**src/rtl/ram_arb_pkg.sv**
```systemverilog
// Shared types for the two-requester RAM arbiter.
// Holds FSM state encodings, the requester ID type and the read latency.
package ram_arb_pkg;

  typedef logic [0:0] ram_arb_state_t;
  localparam ram_arb_state_t IDLE   = 1'b0;
  localparam ram_arb_state_t RD_CAP = 1'b1;

  typedef logic req_id_t;

  localparam int RD_LATENCY = 2;

endpackage

```
**src/rtl/rr_arb2.sv**
```systemverilog
// Two-way round-robin arbiter with an optional read-only restriction.
// Writes are masked while the RAM output is being captured.
import ram_arb_pkg::*;

module rr_arb2 (
  input  logic       clk,
  input  logic       rst,
  input  logic [1:0] req,
  input  logic [1:0] req_we,
  input  logic       rd_only,
  output logic [1:0] gnt,
  output logic       upd
);

  logic [1:0] elig;
  req_id_t    last;

  assign elig = req
              & ~({2{rd_only}} & req_we)
              & {2{~rst}};

  // On contention, favour whoever was not granted last.
  always_comb begin
    gnt = 2'b00;
    unique case (1'b1)
      (elig == 2'b11): gnt = last ? 2'b01 : 2'b10;
      default:         gnt = elig;
    endcase
  end

  assign upd = |gnt;

  always_ff @(posedge clk or posedge rst) begin
    if (rst) begin
      last <= 1'b1;
    end else if (upd) begin
      last <= gnt[1];
    end
  end

endmodule

```
**src/rtl/ram_arbiter.sv**
```systemverilog
// Round-robin arbiter and control sequencer for the single-port RAM.
// Reads return on rspN_* two cycles after grant.
import ram_arb_pkg::*;

module ram_arbiter #(
  parameter int DATA_WIDTH = 8,
  parameter int ADDR_WIDTH = 8
) (
  input  logic                  clk,
  input  logic                  rst,
  input  logic                  req0_valid,
  output logic                  req0_ready,
  input  logic                  req0_we,
  input  logic [ADDR_WIDTH-1:0] req0_addr,
  input  logic [DATA_WIDTH-1:0] req0_wdata,
  input  logic                  req1_valid,
  output logic                  req1_ready,
  input  logic                  req1_we,
  input  logic [ADDR_WIDTH-1:0] req1_addr,
  input  logic [DATA_WIDTH-1:0] req1_wdata,
  output logic                  rsp0_valid,
  output logic [DATA_WIDTH-1:0] rsp0_rdata,
  output logic                  rsp1_valid,
  output logic [DATA_WIDTH-1:0] rsp1_rdata,
  output logic                  ram_cs,
  output logic                  ram_we,
  output logic                  ram_oe,
  output logic [ADDR_WIDTH-1:0] ram_addr,
  output logic [DATA_WIDTH-1:0] ram_din,
  input  logic [DATA_WIDTH-1:0] ram_dout
);

  ram_arb_state_t        state;
  req_id_t               owner;
  logic [1:0]            gnt;
  logic                  any_gnt;
  req_id_t               sel;
  logic                  g_we;
  logic [ADDR_WIDTH-1:0] g_addr;
  logic [DATA_WIDTH-1:0] g_wdata;
  logic                  rd_gnt;

  rr_arb2 u_arb (
    .clk     (clk),
    .rst     (rst),
    .req     ({req1_valid, req0_valid}),
    .req_we  ({req1_we, req0_we}),
    .rd_only (state == RD_CAP),
    .gnt     (gnt),
    .upd     (any_gnt)
  );

  assign req0_ready = gnt[0];
  assign req1_ready = gnt[1];

  assign sel     = gnt[1];
  assign g_we    = sel ? req1_we    : req0_we;
  assign g_addr  = sel ? req1_addr  : req0_addr;
  assign g_wdata = sel ? req1_wdata : req0_wdata;
  assign rd_gnt  = any_gnt & ~g_we;

  // RD_CAP keeps the RAM output enabled so the registered read can be captured.
  always_comb begin
    ram_cs   = 1'b0;
    ram_we   = 1'b0;
    ram_oe   = 1'b0;
    ram_addr = '0;
    ram_din  = '0;
    if (any_gnt) begin
      ram_cs   = 1'b1;
      ram_we   = g_we;
      ram_oe   = ~g_we;
      ram_addr = g_addr;
      ram_din  = g_we ? g_wdata : '0;
    end else if (state == RD_CAP) begin
      ram_cs   = 1'b1;
      ram_oe   = 1'b1;
    end
  end

  always_ff @(posedge clk or posedge rst) begin
    if (rst) begin
      state <= IDLE;
      owner <= 1'b0;
    end else begin
      state <= rd_gnt ? RD_CAP : IDLE;
      if (rd_gnt) begin
        owner <= sel;
      end
    end
  end

  always_ff @(posedge clk or posedge rst) begin
    if (rst) begin
      rsp0_valid <= 1'b0;
      rsp1_valid <= 1'b0;
      rsp0_rdata <= '0;
      rsp1_rdata <= '0;
    end else begin
      rsp0_valid <= (state == RD_CAP) && (owner == 1'b0);
      rsp1_valid <= (state == RD_CAP) && (owner == 1'b1);
      if (state == RD_CAP) begin
        if (owner) begin
          rsp1_rdata <= ram_dout;
        end else begin
          rsp0_rdata <= ram_dout;
        end
      end
    end
  end

endmodule

```
**config.mk**
```make
export PLATFORM = sky130hd
export DESIGN_NAME = ram_arbiter
export DESIGN_NICKNAME = d
export VERILOG_FILES = /design/src/rtl/ram_arb_pkg.sv /design/src/rtl/rr_arb2.sv /design/src/rtl/ram_arbiter.sv
export SDC_FILE = /design/constraint.sdc
export NUM_CORES = 1
export LEC_CHECK = 0
export CAP_MARGIN = 5
export CORE_AREA = 2 2 65 67
export CTS_BUF_LIST = sky130_fd_sc_hd__clkbuf_4 sky130_fd_sc_hd__clkbuf_8 sky130_fd_sc_hd__clkbuf_16
export CTS_CLUSTER_DIAMETER = 80
export CTS_CLUSTER_SIZE = 28
export DETAILED_ROUTE_END_ITERATION = 8
export DIE_AREA = 0 0 67 69
export HOLD_SLACK_MARGIN = 0.1
export PLACE_DENSITY = 0.82
export SLEW_MARGIN = 10
export SYNTH_ARGS = -nofsm -noshare
export SYNTH_HDL_FRONTEND = slang
export SYNTH_SLANG_ARGS = --single-unit
```
**constraint.sdc**
```tcl
create_clock -name clk -period 1.95 [get_ports clk]
set_clock_uncertainty 0.05 [all_clocks]
set_input_delay 0.39 -clock clk [delete_from_list [all_inputs] [get_ports clk]]
set_output_delay 0.39 -clock clk [all_outputs]
set_load 0.01 [all_outputs]
```
==> metrics.txt <==
sequential-to-total area share from yosys stat 46.7%; Yosys reg bits 21; status complete, but fails checks; grt total ovfl 0; Internal 1370 uW; ys async rst share 100%; Initial Utilization 28.8%; worst setup margin -0.310 ns; Pleak 0.00104 uW; dpl cells 250; TritonCTS clock tree done; clock sink total 21; Hold WC Path Type input pin to async pin; crit path max fanout 6; Clock transition at path regs 0.07 ns; Die X 67 microns; Worst VDD drop 0.956 mV; first-pass GRT wire length 5.48 mm; fin area 2270 sq um; fin. max-slew vios 0; Register-to-Register Setup Slack 0.35 ns; adder-cell area share of the yosys netlist 0%; ant diodes 0; die footprint 4620 sq um; row cnt 23; ys flop type dfrtp_1; initial antenna violation count 0; core area 3910 sq um; Peak Freq 0.442 GHz; Post-Synth Simple-Gate Area 12.4%; top cell type's share of synthesized area 44.3%; clock power share 14.9%; die height 69 microns; Area Overhead vs Synth 101%; vias in the first global route 1151; Yosys warning count 0; RSZ-0062 raised after global routing yes; setup violators final 20; crit end category primary output; largest net degree at the start of global routing 22; Final Hold Vio Count 0; Cells after Synth 108; Synth Area per Inst 10.4 sq um; Synth Area in Compound Gates 12.4%; Max Root-Sink Buffers 2; 1st-pass router iterations 4; port bufs 84; mux cell area share after synthesis 23.1%; logic gate share of total power 48.8%; post-synth top area cell dfrtp_1; Root Driver clkbuf_8; Switching Fraction 28.9%; crit share post-route 116%; CP peak stage delay 0.42 ns; I/O Pins 85; max-cap violations 0; Syn Nets 154; final net count 257; vias per cell 4.52; Cell Chain, Critical Path a21bo_4 > o2111a_2 > buf_12 > buf_16 > mux2i_1 > nor2_1 > buf_2; total number of vias 1175; dpl cell area 2140 sq um; Final min period 2.26 ns; Area contributors post-synth dfrtp_1 44%, mux2_2 16%, mux2i_1 7.1%, nand2_1 6.7%, o21ai_0 4.0%; Crit path buffers/inverters 3; largest family of logic cells by synthesized area multiplexers; Routed WL per cell 13.2 microns; Worst Setup Start Kind flip-flop; hold buffers post-CTS 0; clk_lat worst skew 0.25 ns; number of flops mapped to enable cells by yosys 0; Post-Layout Cell Count 260; family with the most delay on the worst path compound AO/OA/AOI/OAI gates; synthesized cell area 1130 sq um; drt drc 0; share of layout cells above drive strength 1 40.0%; 1st-iter DRT viols 26; Critical Path AT 1.82 ns; CTS Buf Count 3; Synth Area in XOR/XNOR 0%; Max H-tree Level 1; Yosys cell types 22; PwrDens 851 nW/um^2; failing checks setup timing; Reg power frac 36.3%; slowest CP cell dfrtp_1; r2r endpoint state; RR Startpoint state; Tightest Pin Transition 0.466 ns; total track usage 15.0%; CP required 1.51 ns; ANT nets after route 0; Net Sw Power 558 uW; critical path class flip-flop to primary output; gp weighted congestion 0.781; top cells by count, synth 20 x dfrtp_1, 20 x nand2_1, 16 x mux2_2, 9 x nor2_1, 9 x o21ai_0; dpl hpwl 2.53 mm; R2R depth 5; relative slew slack 68.9%; final wirelength 3.44 mm; Filler cells 347
worst max-delay path by stage:
stage,from,to,cells after the start
after floorplan,rst,ram_addr[0],5
after global placement,req0_valid,ram_din[3],7
after detailed placement,req0_valid,ram_din[2],7
after CTS,state,ram_din[3],7
after global routing,state,ram_din[7],7
final,state,ram_din[7],7
worst min-delay path, stage by stage:
cell and delay (ns):
dlygate4sd2_1 0.26, clkinvlp_4 0.08, buf_4 0.26
what timing repair did:
item / in CTS / in global routing
gates cloned: 2 / 0
pin swaps: 11 / 7
buffers inserted: 6 / 0
resized for setup: 115 / 9
setup endpoints to repair: 21 / 21
through the flow:
step / power (uW) / hold WS (ns) / TNS, ns / utilization [%] / worst slack [ns]
after global placement: 1600 / 0.439 / -16.08 / 54.6 / -0.838
after CTS: 1940 / 0.325 / -5.41 / 57.6 / -0.336
after detailed placement: 1620 / 0.442 / -16.91 / 54.6 / -0.881
after floorplan: 1060 / 0.207 / -0.0668 / - / -0.0111
after global routing: 2040 / 0.347 / -6.06 / 57.9 / -0.367
final: 1930 / 0.314 / -4.67 / 57.9 / -0.310
registers in the layout, indices dropped and copies added (netlist names):
register and cells:
owner 1, rsp0_rdata 8, rsp0_valid 1, rsp1_rdata 8
rsp1_valid 1, state 1, u_arb.last 1
cell type report:
type                            instances  area (sq um)  share of cell area (%)
Clock buffer                            4          48.8                    2.15
Inverter                                7          32.5                    1.44
Multi-Input combinational cell         75           614                    27.1
Sequential cell                        21           527                    23.2
Tap cell                               50          62.6                    2.76
Timing Repair Buffer                  103           981                    43.3
metal layers:
layer	routed length [microns]	track usage, %
met4	12	0.680
met1	1320	16.7
met2	1920	29.2
met3	188	3.43
met5	0	0
power groups by stage:
stage | clock network (uW) | logic (uW) | registers, uW
5_1_grt | 316 | 998 | 725
3_3_place_gp | 0 | 897 | 700
2_1_floorplan | 0 | 281 | 774
4_1_cts | 293 | 947 | 702
6_report | 288 | 941 | 700
3_5_place_dp | 0 | 911 | 705
logic make-up (layout without fill, tap and decap cells):
group           after synthesis  count (layout)
compound gates               17              17
buf+inv                      12             114
flops                        21              21
mux                          24              24
simple gates                 34              34
cells in the final DEF, fill, tap and decap left out, types with 2 or more instances in the layout:
master / instances
clkdlybuf4s50_1: 58
dfrtp_1: 20
mux2_2: 16
nand2_1: 16
buf_2: 16
buf_4: 11
buf_6: 8
mux2i_1: 7
nor2_1: 6
o21ai_2: 6
dlygate4sd2_1: 6
inv_1: 4
nor2_2: 3
clkbuf_8: 3
nand2_2: 2
nand2_4: 2
o21ai_1: 2
a21oi_1: 2
buf_16: 2
buf_12: 2
No activity file was read; power rests on OpenSTA's default activity.
